### src/rtl/seg_pkg.sv
// Shared types, decode table and helpers for the seven-segment scan driver.
package seg_pkg;

  typedef logic [6:0] seg7_t;  // {g,f,e,d,c,b,a}, active-high

  localparam int    MAX_DIGITS = 8;
  localparam seg7_t SEG_OFF    = 7'b000_0000;

  localparam seg7_t SEG7_ROM [16] = '{
    7'b011_1111, 7'b000_0110, 7'b101_1011, 7'b100_1111,
    7'b110_0110, 7'b110_1101, 7'b111_1101, 7'b000_0111,
    7'b111_1111, 7'b110_1111, 7'b111_0111, 7'b111_1100,
    7'b011_1001, 7'b101_1110, 7'b111_1001, 7'b111_0001
  };

  // Active-high one-hot of idx; all zeros when idx is not below n.
  function automatic logic [MAX_DIGITS-1:0] onehot(input logic [2:0] idx, input int n);
    logic [MAX_DIGITS-1:0] r;
    r = '0;
    if (int'(idx) < n) r[idx] = 1'b1;
    return r;
  endfunction

endpackage

### src/rtl/seg_scan_mux_if.sv
// Display-side bundle: scan controls and digit data in, pin drives out.
interface seg_scan_mux_if #(
  parameter int NUM_DIGITS = 4
);
  logic                    en;
  logic                    load;
  logic [4*NUM_DIGITS-1:0] digits;
  logic [NUM_DIGITS-1:0]   dp;
  logic [NUM_DIGITS-1:0]   blank;
  logic [NUM_DIGITS-1:0]   anode;
  logic [6:0]              seg;
  logic                    dp_out;
  logic                    frame_start;

  modport master (
    output en, load, digits, dp, blank,
    input  anode, seg, dp_out, frame_start
  );

  modport slave (
    input  en, load, digits, dp, blank,
    output anode, seg, dp_out, frame_start
  );
endinterface

### src/rtl/hex_to_seg7.sv
// Combinational hex nibble to active-high seven-segment pattern.
module hex_to_seg7
  import seg_pkg::*;
(
  input  logic [3:0] nib,
  output seg7_t      seg
);
  assign seg = SEG7_ROM[nib];
endmodule

### src/rtl/seg_scan_mux.sv
// Time-multiplexed N-digit seven-segment driver with tear-free frame loading.
// Optional leading-zero blanking is enabled by defining SEG_SCAN_LZB_EN.
module seg_scan_mux
  import seg_pkg::*;
#(
  parameter int NUM_DIGITS       = 4,
  parameter int CLK_DIV          = 50000,
  parameter bit ANODE_ACTIVE_LOW = 1'b1,
  parameter bit SEG_ACTIVE_LOW   = 1'b1
) (
  input logic           clk,
  input logic           rst_n,
  seg_scan_mux_if.slave bus
);
  localparam int CW = (CLK_DIV > 1) ? $clog2(CLK_DIV) : 1;
  localparam int IW = $clog2(NUM_DIGITS);
  localparam int DW = 4 * NUM_DIGITS;
  localparam logic [CW-1:0]         CNT_MAX     = CW'(CLK_DIV - 1);
  localparam logic [IW-1:0]         IDX_MAX     = IW'(NUM_DIGITS - 1);
  localparam logic [NUM_DIGITS-1:0] ANODE_OFF   = {NUM_DIGITS{ANODE_ACTIVE_LOW}};
  localparam seg7_t                 SEG_PIN_OFF = {7{SEG_ACTIVE_LOW}};

  logic [CW-1:0]         cnt, cnt_nx;
  logic [IW-1:0]         idx, idx_nx;
  logic                  tick, wrap, in_range, armed;
  logic [DW-1:0]         pend_dig, act_dig, nx_dig;
  logic [NUM_DIGITS-1:0] pend_dp, act_dp, nx_dp;
  logic [NUM_DIGITS-1:0] pend_bl, act_bl, nx_bl;
  logic [NUM_DIGITS-1:0] lz, anode_hi;
  logic [MAX_DIGITS-1:0] hot_cur, hot_nx;
  logic                  unused_hot;
  logic [3:0]            nib;
  seg7_t                 dec_seg, seg_hi;
  logic                  dp_hi;

  // NOTE: every always_comb output gets a default first, so no path can infer a latch.
  always_comb begin
    hot_cur  = onehot(3'(idx), NUM_DIGITS);
    in_range = |hot_cur;
    tick     = bus.en && (cnt == CNT_MAX);
    wrap     = tick && ((idx == IDX_MAX) || !in_range);
    cnt_nx   = cnt;
    if (bus.en) cnt_nx = tick ? '0 : cnt + 1'b1;
    idx_nx   = in_range ? idx : '0;
    if (tick) idx_nx = wrap ? '0 : idx + 1'b1;
  end

  // The digit lit after a wrap edge already belongs to the new frame.
  assign nx_dig = wrap ? pend_dig : act_dig;
  assign nx_dp  = wrap ? pend_dp  : act_dp;
  assign nx_bl  = wrap ? pend_bl  : act_bl;

`ifdef SEG_SCAN_LZB_EN
  logic run;
  always_comb begin
    run = 1'b1;
    lz  = '0;
    for (int i = NUM_DIGITS - 1; i >= 1; i--) begin
      run   = run && (nx_dig[4*i +: 4] == 4'h0) && !nx_dp[i];
      lz[i] = run;
    end
  end
`else
  assign lz = '0;
`endif

  assign nib = nx_dig[{idx_nx, 2'b00} +: 4];

  hex_to_seg7 u_dec (
    .nib (nib),
    .seg (dec_seg)
  );

  assign hot_nx     = onehot(3'(idx_nx), NUM_DIGITS);
  assign unused_hot = ^hot_nx;
  assign anode_hi   = hot_nx[NUM_DIGITS-1:0];
  assign seg_hi     = (nx_bl[idx_nx] || lz[idx_nx]) ? SEG_OFF : dec_seg;
  assign dp_hi      = nx_dp[idx_nx] && !nx_bl[idx_nx];

  // NOTE: state updates use non-blocking assignments, and the small pending/active
  // digit registers are reset so the display starts dark with known contents.
  always_ff @(posedge clk or negedge rst_n) begin
    if (!rst_n) begin
      cnt             <= '0;
      idx             <= '0;
      armed           <= 1'b1;
      pend_dig        <= '0;
      pend_dp         <= '0;
      pend_bl         <= '1;
      act_dig         <= '0;
      act_dp          <= '0;
      act_bl          <= '1;
      bus.anode       <= ANODE_OFF;
      bus.seg         <= SEG_PIN_OFF;
      bus.dp_out      <= SEG_ACTIVE_LOW;
      bus.frame_start <= 1'b0;
    end else begin
      cnt <= cnt_nx;
      idx <= idx_nx;
      if (wrap) begin
        act_dig <= pend_dig;
        act_dp  <= pend_dp;
        act_bl  <= pend_bl;
      end
      if (bus.load) begin
        pend_dig <= bus.digits;
        pend_dp  <= bus.dp;
        pend_bl  <= bus.blank;
      end
      if (bus.en) begin
        armed           <= 1'b0;
        bus.anode       <= anode_hi ^ ANODE_OFF;
        bus.seg         <= seg_hi ^ SEG_PIN_OFF;
        bus.dp_out      <= dp_hi ^ SEG_ACTIVE_LOW;
        bus.frame_start <= wrap || armed;
      end else begin
        bus.anode       <= ANODE_OFF;
        bus.seg         <= SEG_PIN_OFF;
        bus.dp_out      <= SEG_ACTIVE_LOW;
        bus.frame_start <= 1'b0;
      end
    end
  end

endmodule

### src/flat_wrapper.sv
// flat-port wrapper written by rule: the top's interface ports become plain ports
module seg_scan_mux_flat import seg_pkg::*;
#(
  parameter int NUM_DIGITS       = 4,
  parameter int CLK_DIV          = 50000,
  parameter bit ANODE_ACTIVE_LOW = 1'b1,
  parameter bit SEG_ACTIVE_LOW   = 1'b1
)
  (clk, rst_n, bus_en, bus_load, bus_digits, bus_dp, bus_blank, bus_anode, bus_seg, bus_dp_out, bus_frame_start);
  seg_scan_mux_if #(.NUM_DIGITS(NUM_DIGITS)) bus_i ();
  input logic clk;
  input logic rst_n;
  input wire logic [$bits(bus_i.en)-1:0] bus_en;
  input wire logic [$bits(bus_i.load)-1:0] bus_load;
  input wire logic [$bits(bus_i.digits)-1:0] bus_digits;
  input wire logic [$bits(bus_i.dp)-1:0] bus_dp;
  input wire logic [$bits(bus_i.blank)-1:0] bus_blank;
  output wire logic [$bits(bus_i.anode)-1:0] bus_anode;
  output wire logic [$bits(bus_i.seg)-1:0] bus_seg;
  output wire logic [$bits(bus_i.dp_out)-1:0] bus_dp_out;
  output wire logic [$bits(bus_i.frame_start)-1:0] bus_frame_start;
  assign bus_i.en = bus_en;
  assign bus_i.load = bus_load;
  assign bus_i.digits = bus_digits;
  assign bus_i.dp = bus_dp;
  assign bus_i.blank = bus_blank;
  assign bus_anode = bus_i.anode;
  assign bus_seg = bus_i.seg;
  assign bus_dp_out = bus_i.dp_out;
  assign bus_frame_start = bus_i.frame_start;
  seg_scan_mux #(.NUM_DIGITS(NUM_DIGITS), .CLK_DIV(CLK_DIV), .ANODE_ACTIVE_LOW(ANODE_ACTIVE_LOW), .SEG_ACTIVE_LOW(SEG_ACTIVE_LOW)) u_core (.clk(clk), .rst_n(rst_n), .bus(bus_i));
endmodule
### config.mk
export PLATFORM = sky130hd
export DESIGN_NAME = seg_scan_mux_flat
export DESIGN_NICKNAME = d
export VERILOG_FILES = /design/src/rtl/seg_pkg.sv /design/src/rtl/seg_scan_mux_if.sv /design/src/rtl/hex_to_seg7.sv /design/src/rtl/seg_scan_mux.sv /design/src/flat_wrapper.sv
export SDC_FILE = /design/constraint.sdc
export NUM_CORES = 1
export LEC_CHECK = 0
export ABC_AREA = 1
export BUFFER_PORTS_ARGS = -buffer_cell sky130_fd_sc_hd__buf_2
export CAP_MARGIN = 20
export CORE_MARGIN = 3
export CORE_UTILIZATION = 55
export CTS_CLUSTER_DIAMETER = 50
export DETAILED_ROUTE_END_ITERATION = 7
export GPL_ROUTABILITY_DRIVEN = 0
export GPL_TIMING_DRIVEN = 1
export PLACE_DENSITY = 0.75
export SYNTH_ARGS = -nofsm -noshare
export SYNTH_HDL_FRONTEND = slang
export SYNTH_SLANG_ARGS = --single-unit
### constraint.sdc
create_clock -name clk -period 3.25 [get_ports clk]
set_input_delay 0.65 -clock clk [delete_from_list [all_inputs] [get_ports clk]]
set_output_delay 0.65 -clock clk [all_outputs]
set_load 0.03 [all_outputs]
==> flow_summary.toml, run 1 <==
[final_layout]
multiInputGateArea_um2 = 1560
drive_gt1_share_pct = 21.4
final_util_pct = 64.6
nNetsFinal = 544
fillers = 598
antenna_cells = 0
register_area_um2 = 2030
finish.instance_area_um2 = 4410
syn2layout_area_growth_pct = 13.0

[run_status]
status = "finished, final reports clean"

[logic_synthesis]
synth_area_um2 = 3900
synth-main-ff-cell = "dfrtp_1"
post-synth-top-area-cell = "dfrtp_1"
ys_async_sr_fraction_pct = 100
ys_ff_latch = 80
postSynthCellCount = 461
synth_top_area_share_pct = 37.8
yosysMostFrequentCell = "nand2_1"
synth_commonest_cells = "nand2_1, inv_1, dfrtp_1, o21ai_0, nor2_1"
synth-seq-area-share_pct = 51.9
ys_top_cells_by_area = "dfrtp_1, dfstp_2, nand2_1"
synth.distinct_cells = 32
synth_edf_count = 0
yosysWarnings = 0
synth.avg_cell_area_um2 = 8.47
synth_nets = 501

[worst_setup_path]
crit_start = "u_core.cnt[0]"
cp.required_ns = 3.52
regToRegStartpoint = "u_core.cnt[0]"
end_kind = "flop"
worstPathArrival_ns = 3.08
reg2regPathDepth = 17
worstPathMaxFanout = 12
crit_path_end = "u_core.bus.seg[0]"
start_kind = "flop"
reg2reg_slack_ns = 0.45
critPathKind = "flop to flop"
r2r_end = "u_core.bus.seg[0]"

[routing]
drt-total-wl_um = 7570
ant_nets = 0
wl_per_cell_um = 12.5
drcViolationCount = 0
via_per_inst = 4.99
route.vias.total = 3019
drt_iter0_markers = 135
firstDrtPassIters = 4

[global_routing]
grtUsageTotal_pct = 19.6
grtUsageMet3_pct = 3.75
grt.overflow.total = 0
grt_pass1_vias = 2913
grt_util_met2_pct = 32.2
antenna_found_initial = 0
grt_pass1_wl_um = 13100
globalRouteMet1Util_pct = 26.0
grt_max_degree = 81
busiest_layer = "met2"

[run]
cap_violations = 0

[floorplan]
die_w_um = 90.3
dieArea_um2 = 8150
io_pins = 41
row_count = 30
die_y_um = 90.3
start_util_pct = 57.2
coreArea_um2 = 6830

[min_path]
hold_path.class = "input pin to async pin"

[placement]
portBuffers = 40
hpwl_um = 5440
place_area_um2 = 4190

[timing]
finalCritPeriodShare_pct = 86.2
setup-violations-final = 0
hold_violations = 0
relSlewSlack_pct = 34.9
period_minus_slack_ns = 2.80
fmax_mhz = 357
slew_violations = 0
tightest_slew_ns = 0.977
setup_tns_ns = 0
fin_worst_skew_ns = 0.0122
hold_ws_ns = 0.438
rsz0062_at_grt = "no"

[power_and_ir_drop]
power_frac_comb_pct = 13.5
sw_frac_of_total_pct = 27.8
clockPowerShare_pct = 34.3
netSwitchingPower_uw = 639
p_total_mw = 2.30
ir_drop_mv = 0.298
p_leak_nw = 2.29
p_int_mw = 1.66
power_density_nw_per_um2 = 521
seqPwrFrac_pct = 52.2

[clock_network]
cts_tree = "yes"
clock-sinks = 80
cts_resized = 0
clk_path_buf_depth = 2
cts_made_buffers = 9
cts_htree_levels = 3
clkTransAtPathRegs_ns = 0.08
cts-root-buf = "clkbuf_8"
cts_hold_buf = 0
clk_latency_ns = 0.35
post-cts-setup-buffers = 0
## power by group through the flow
stage	combinational (mW)	sequential [mW]	clock, mW
after floorplan	0.218	1.20	0
after global placement	0.304	1.21	0
after detailed placement	0.312	1.22	0
after CTS	0.314	1.20	0.797
after global routing	0.361	1.22	0.832
final	0.310	1.20	0.788
## cells in the final DEF (no fill, tap or decap), types with 2 or more instances in the layout
cell and count:
nand2_2 4, mux2_2 10, nand3_2 2, nand2_1 134, o21ai_1 2, inv_2 3, clkbuf_8 13, nor2_4 4
buf_4 3, dfrtp_1 59, nand4_1 8, ha_1 12, xor2_1 2, a21oi_1 10, nor2_1 27, nor2_2 3
nand3_1 26, a22oi_1 2, nand2_4 2, o21ai_0 38, dfstp_2 21, inv_1 68, buf_2 39, nor3_1 6
## critical path, cell delays in order, from the launching register on
cell and delay (ns):
dfrtp_1 0.39, ha_1 0.24, nand2_1 0.07, inv_1 0.05, nand2_1 0.07, nor2_4 0.21, nand2_4 0.16, o21ai_2 0.33
nor2_2 0.15, nand2_1 0.10, nand2_1 0.07, nor2_2 0.25, inv_1 0.13, ha_1 0.21, nand3_1 0.08, nor2_1 0.04
nor2_1 0.09, nand3_1 0.08
## registers in the layout (all words and copies together) (netlist names), 4 cells and up
signal            cells
u_core.act_bl         4
u_core.bus.seg        7
u_core.cnt           16
u_core.pend_dig      16
u_core.bus.anode      4
u_core.act_dp         4
u_core.pend_bl        4
u_core.pend_dp        4
u_core.act_dig       16
## worst min-delay path by stage
stage / startpoint / endpoint / slack [ns] / depth (start not counted)
5_1_grt: u_core.act_dig[10] / u_core.act_dig[10] / 0.50 / 2
3_3_place_gp: u_core.act_dig[10] / u_core.act_dig[10] / 0.45 / 2
6_report: rst_n / u_core.cnt[10] / 0.44 / 1
4_1_cts: u_core.act_dig[10] / u_core.act_dig[10] / 0.48 / 2
3_5_place_dp: u_core.act_dig[10] / u_core.act_dig[10] / 0.46 / 2
2_1_floorplan: rst_n / u_core.act_dig[0] / 0.35 / 0
## area by class of cell
cell class,count,area share [%]
flip-flops and latches,80,46.0
multi-input cells,300,35.4
inverters,71,6.04
repair buffers,42,4.93
clock buffers,14,4.14
well taps,96,2.72
clock inverters,2,0.794
## logic make-up (layout without fill, tap and decap cells)
family,count (synthesis),in the layout,share of synthesized area [%]
and+or+nand+nor,219,219,24.7
buffers and inverters,81,129,8.07
DFF,80,80,51.9
AOI/OAI and AO/OA,56,56,7.85
adders and majority gates,12,12,3.84
muxes,10,10,2.88
xor gates and xnor gates,3,3,0.673
## metrics by stage
step	instances	setup slack, ns
after CTS	605	0.474
final	605	0.449
after detailed placement	589	0.326
after global placement	589	0.403
after global routing	605	0.151
after floorplan	461	0.757
## per-layer routing
metal  vias to the layer above  share of wire, %
li1                       1533                 -
met1                      1424                48
met2                        55                47
met3                         7               3.6
met4                         0               1.2
met5                         -                 0
Note: power is estimated with default switching activity, not from simulation.
==> inputs of run 2 (changes only) <==
==> constraint.sdc (replaced) <==
create_clock -name clk -period 3.3 [get_ports clk]
set_input_delay 0.66 -clock clk [delete_from_list [all_inputs] [get_ports clk]]
set_output_delay 0.66 -clock clk [all_outputs]
set_load 0.03 [all_outputs]
==> flow_summary.toml, run 2 (synthesis results as in run 1) <==
[clock_network]
clock-sinks = 80
clkTransAtPathRegs_ns = 0.08
cts_made_buffers = 9
clk_path_buf_depth = 2
clk_latency_ns = 0.35
cts_htree_levels = 3
post-cts-setup-buffers = 0
cts_tree = "yes"
cts_hold_buf = 0
cts_resized = 0
cts-root-buf = "clkbuf_8"

[worst_setup_path]
cp.required_ns = 3.58
start_kind = "flop"
worstPathMaxFanout = 12
end_kind = "flop"
critPathKind = "flop to flop"
worstPathArrival_ns = 3.12

[min_path]
hold_path.class = "input pin to async pin"

[routing]
via_per_inst = 4.98
drt-total-wl_um = 7590
route.vias.total = 3014
firstDrtPassIters = 4
ant_nets = 0
drcViolationCount = 0
wl_per_cell_um = 12.5
drt_iter0_markers = 133

[final_layout]
syn2layout_area_growth_pct = 11.9
largest_registers = "u_core.act_dig (16), u_core.cnt (16), u_core.pend_dig (16)"
fin_cells = 605
register_area_um2 = 2030
layout_common_cells = "nand2_1, inv_1, dfrtp_1"
antenna_cells = 0
drive_gt1_share_pct = 21.2
multiInputGateArea_um2 = 1560
finish.instance_area_um2 = 4370
layout_commonest_cell = "nand2_1"
fillers = 588
nNetsFinal = 544

[run]
cap_violations = 0

[placement]
place_inst = 589
place_area_um2 = 4190
portBuffers = 40
hpwl_um = 5390
post-place-ws_ns = 0.357

[global_routing]
grt_pass1_wl_um = 13200
grt_max_degree = 81
grt_pass1_vias = 2936
antenna_found_initial = 0
grtUsageTotal_pct = 20.0
grt.overflow.total = 0

[floorplan]
io_pins = 41
start_util_pct = 57.2
row_count = 30
coreArea_um2 = 6830
dieArea_um2 = 8150
die_w_um = 90.3
die_y_um = 90.3

[timing]
finalCritPeriodShare_pct = 85.9
fmax_mhz = 353
setup-violations-final = 0
rsz0062_at_grt = "no"
period_minus_slack_ns = 2.84
fin_worst_skew_ns = 0.00744
slew_violations = 0
hold_violations = 0
hold_ws_ns = 0.452
relSlewSlack_pct = 34.7
setup_tns_ns = 0
final.setup.worst_slack_ns = 0.464
tightest_slew_ns = 0.979

[run_status]
status = "finished, final reports clean"

[power_and_ir_drop]
ir_drop_mv = 0.337
power_density_nw_per_um2 = 490
p_leak_nw = 2.27
[run 2: cell count changes in the layout (fill, tap and decap cells not counted)]
cell and delta:
clkbuf_8 -2, bufinv_16 -1, clkbuf_1 +1, clkinv_2 +1
clkinvlp_4 +1
[run 2: metal layers]
| metal | GRT usage, % | wire length [µm] | up-vias |
|---|---|---|---|
| met5 | 0 | 0 | - |
| met1 | 26.1 | 3640 | 1419 |
| met2 | 32.7 | 3560 | 50 |
| met4 | 7.91 | 137 | 0 |
| met3 | 4.08 | 249 | 12 |
| li1 | - | - | 1533 |
[run 2: worst max-delay path, cell delays in order, from the launching register on]
cell and delay (ns):
dfrtp_1 0.39, ha_1 0.23, nand2_1 0.07, inv_1 0.05, nand2_1 0.07, nor2_4 0.22, nand2_4 0.16, o21ai_4 0.33
nor2_2 0.15, nand2_1 0.09, nand2_1 0.07, nor2_1 0.35, ha_1 0.31, nand2_1 0.10, o21ai_1 0.07, inv_1 0.06
nand2_1 0.05
[run 2: area by class of cell]
cell class,instances,area share (%)
flip-flops and latches,80,46.4
multi-input cells,300,35.7
inverters,71,6.10
repair buffers,42,4.98
clock buffers,13,3.64
well taps,96,2.75
clock inverters,3,0.401
[run 2: power by group]
group / leakage, nW / total (mW) / switching [mW] / internal [mW]
clock: 0.0894 / 0.653 / 0.340 / 0.313
sequential: 0.916 / 1.18 / 0.0937 / 1.09
combinational: 1.27 / 0.306 / 0.192 / 0.114
total: 2.27 / 2.14 / 0.626 / 1.52
[run 2: path summary, 6_finish.rpt]
kind                                           end          startpoint  slack (ns)  cells after the start
worst max-delay path             u_core.bus.seg[1]       u_core.cnt[0]        0.46                     16
worst min-delay path                u_core.cnt[10]               rst_n        0.45                      1
worst max register to register   u_core.bus.seg[1]       u_core.cnt[0]        0.46                     16
min in group clk                u_core.act_dig[10]  u_core.act_dig[10]        0.48                      2
worst min register to register  u_core.act_dig[10]  u_core.act_dig[10]        0.48                      2
max in group asynchronous        u_core.act_dig[9]               rst_n        2.21                      1
[run 2: metrics by stage]
step	utilization, %	total power, mW
after floorplan	-	1.40
after global placement	61.4	1.49
after detailed placement	61.4	1.51
after CTS	64.0	2.16
after global routing	64.0	2.26
final	64.0	2.14
==> inputs of run 3 (changes only) <==
--- a/config.mk
+++ b/config.mk
@@ -5,7 +5,7 @@
 export SDC_FILE = /design/constraint.sdc
 export NUM_CORES = 1
 export LEC_CHECK = 0
-export ABC_AREA = 1
+export ABC_AREA = 0
 export BUFFER_PORTS_ARGS = -buffer_cell sky130_fd_sc_hd__buf_2
 export CAP_MARGIN = 20
 export CORE_MARGIN = 3
@@ -14,7 +14,8 @@
 export DETAILED_ROUTE_END_ITERATION = 7
 export GPL_ROUTABILITY_DRIVEN = 0
 export GPL_TIMING_DRIVEN = 1
-export PLACE_DENSITY = 0.75
+export PLACE_DENSITY = 0.76
+export SKIP_LAST_GASP = 1
 export SYNTH_ARGS = -nofsm -noshare
 export SYNTH_HDL_FRONTEND = slang
 export SYNTH_SLANG_ARGS = --single-unit
==> flow_summary.toml, run 3 <==
[timing]
period_minus_slack_ns = 3.13
final.setup.worst_slack_ns = 0.167
fmax_mhz = 319
slew_violations = 0
fin_worst_skew_ns = 0.00914
setup-violations-final = 0
relSlewSlack_pct = 35.5
tightest_slew_ns = 0.967
finalCritPeriodShare_pct = 94.9
rsz0062_at_grt = "yes"
hold_violations = 0
setup_tns_ns = 0

[logic_synthesis]
postSynthCellCount = 308
post-synth-top-area-cell = "dfrtp_1"
synth_nets = 348
yosysWarnings = 0
synth-main-ff-cell = "dfrtp_1"
synth_edf_count = 0
synth_area_um2 = 3750
synth.distinct_cells = 47
synth_top_area_share_pct = 39.4
yosysMostFrequentCell = "dfrtp_1"
synth.avg_cell_area_um2 = 12.2
ys_top_cells_by_area = "dfrtp_1, dfstp_2, mux2_2"
synth-seq-area-share_pct = 54.1
ys_async_sr_fraction_pct = 100
synth_commonest_cells = "dfrtp_1, nand2_1, mux2_2, dfstp_2, nand3_1"
ys_ff_latch = 80

[placement]
portBuffers = 40
place_inst = 424
post-place-ws_ns = 0.0139
place_area_um2 = 4050
hpwl_um = 5150

[clock_network]
clk_path_buf_depth = 2
clock-sinks = 80
cts_htree_levels = 3
clkTransAtPathRegs_ns = 0.08
cts-root-buf = "clkbuf_8"
cts_tree = "yes"
clk_latency_ns = 0.35
cts_made_buffers = 9

[worst_setup_path]
path_delay_family = "multiplexers"
worstPathArrival_ns = 3.40
start_kind = "flop"
path_cells = "inv_1 > ha_1 > or4_1 > buf_4 > nand2_1 > mux2_4 > inv_2 > mux2i_1 > mux2i_4 > inv_1 > ha_1 > mux2_1 > mux2i_1 > nand2_1"
cp_num_buf_inv = 4
critPathMaxStageDelay_ns = 0.53
worstPathMaxFanout = 7
cp.required_ns = 3.57
end_kind = "flop"
critPathKind = "flop to flop"
cpMaxStageDelayCell = "or4_1"

[final_layout]
layout_commonest_cell = "dfrtp_1"
nNetsFinal = 403
largest_registers = "u_core.act_dig (16), u_core.cnt (16), u_core.pend_dig (16)"
drive_gt1_share_pct = 39.4
finish.instance_area_um2 = 4330
syn2layout_area_growth_pct = 15.5
layout_common_cells = "dfrtp_1, nand2_1, buf_2"
fin_cells = 445
antenna_cells = 0

[power_and_ir_drop]
power_density_nw_per_um2 = 472
p_leak_nw = 2.09
ir_drop_mv = 0.324
p_total_mw = 2.04

[floorplan]
row_count = 29
coreArea_um2 = 6460
io_pins = 41
die_w_um = 88.5
dieArea_um2 = 7840
die_y_um = 88.5
start_util_pct = 58.0

[run]
cap_violations = 0

[routing]
wl_per_cell_um = 16.0
ant_nets = 0
via_per_inst = 5.60
route.vias.total = 2491
firstDrtPassIters = 4
drcViolationCount = 0
drt_iter0_markers = 105
drt-total-wl_um = 7130

[min_path]
hold_path.class = "input pin to async pin"

[global_routing]
grt.overflow.total = 0
grt_max_degree = 81
antenna_found_initial = 0
grtUsageTotal_pct = 20.2
grt_pass1_vias = 2514
grt_pass1_wl_um = 12000

[run_status]
status = "finished, final reports clean"
[run 3: changes by cell type in the layout (fill, tap and decap cells not counted), moves of 11 or more]
cell     change
mux2_2      +23
mux2i_1     +13
o21ai_0     -34
nor2_1      -11
nand2_1     -93
buf_4       +13
inv_1       -60
[run 3: per-stage QoR]
step | hold slack, ns | utilization [%]
6_report | 0.458 | 67.0
5_1_grt | 0.504 | 67.0
4_1_cts | 0.479 | 66.2
3_5_place_dp | 0.451 | 62.7
3_3_place_gp | 0.444 | 62.7
2_1_floorplan | 0.364 | -
[run 3: worst paths after layout]
kind	from	end	slack, ns	cells past startpoint
max	u_core.idx[0]	u_core.bus.seg[3]	0.17	14
min	rst_n	u_core.cnt[9]	0.46	1
max reg2reg	u_core.idx[0]	u_core.bus.seg[3]	0.17	14
min reg2reg	u_core.act_dp[3]	u_core.act_dp[3]	0.47	2
max in group asynchronous	rst_n	u_core.idx[0]	2.16	1
min in group clk	u_core.act_dp[3]	u_core.act_dp[3]	0.47	2
[run 3: final cells by class]
class | instances | area (µm²)
clock buffer | 11 | 141
timing repair buffer | 56 | 335
fill | 474 | 2130
clock inverter | 5 | 78.8
tap | 77 | 96.3
inverter | 10 | 37.5
multi-input combinational | 206 | 1610
sequential | 80 | 2030
[run 3: kinds of logic (layout without fill, tap and decap cells)]
kind of cell / count (synthesis) / count (layout) / share of synthesized area (%)
AO/OA/AOI/OAI: 27 / 27 / 5.38
buffers and inverters: 22 / 82 / 3.11
XOR/XNOR: 14 / 14 / 3.27
flip-flops: 80 / 80 / 54.1
adder cells (fa/ha/maj): 12 / 12 / 4.01
AND/OR/NAND/NOR: 99 / 99 / 13.3
multiplexers: 54 / 54 / 16.8
[run 3: power breakdown]
| group | internal (mW) | switching [mW] |
|---|---|---|
| combinational | 0.0724 | 0.0709 |
| sequential | 1.05 | 0.0563 |
| clock | 0.447 | 0.345 |
[run 3: repair_timing]
action	CTS	global route
endpoints found under the hold margin	0	0
gates resized for setup	1	2
gates cloned	0	0
pin swaps	0	0
hold buffers	0	0
endpoints found under the setup margin	2	7
setup buffers	0	5
[run 3: per-layer routing]
| layer | track usage, % | routed length, µm | part of all wire, % | up-vias |
|---|---|---|---|---|
| met2 | 31.1 | 3450 | 48 | 53 |
| met5 | 0 | 0 | 0 | - |
| met4 | 10.2 | 199 | 2.8 | 0 |
| met3 | 3.63 | 219 | 3.1 | 17 |
| li1 | - | - | - | 1179 |
| met1 | 27.7 | 3250 | 46 | 1242 |
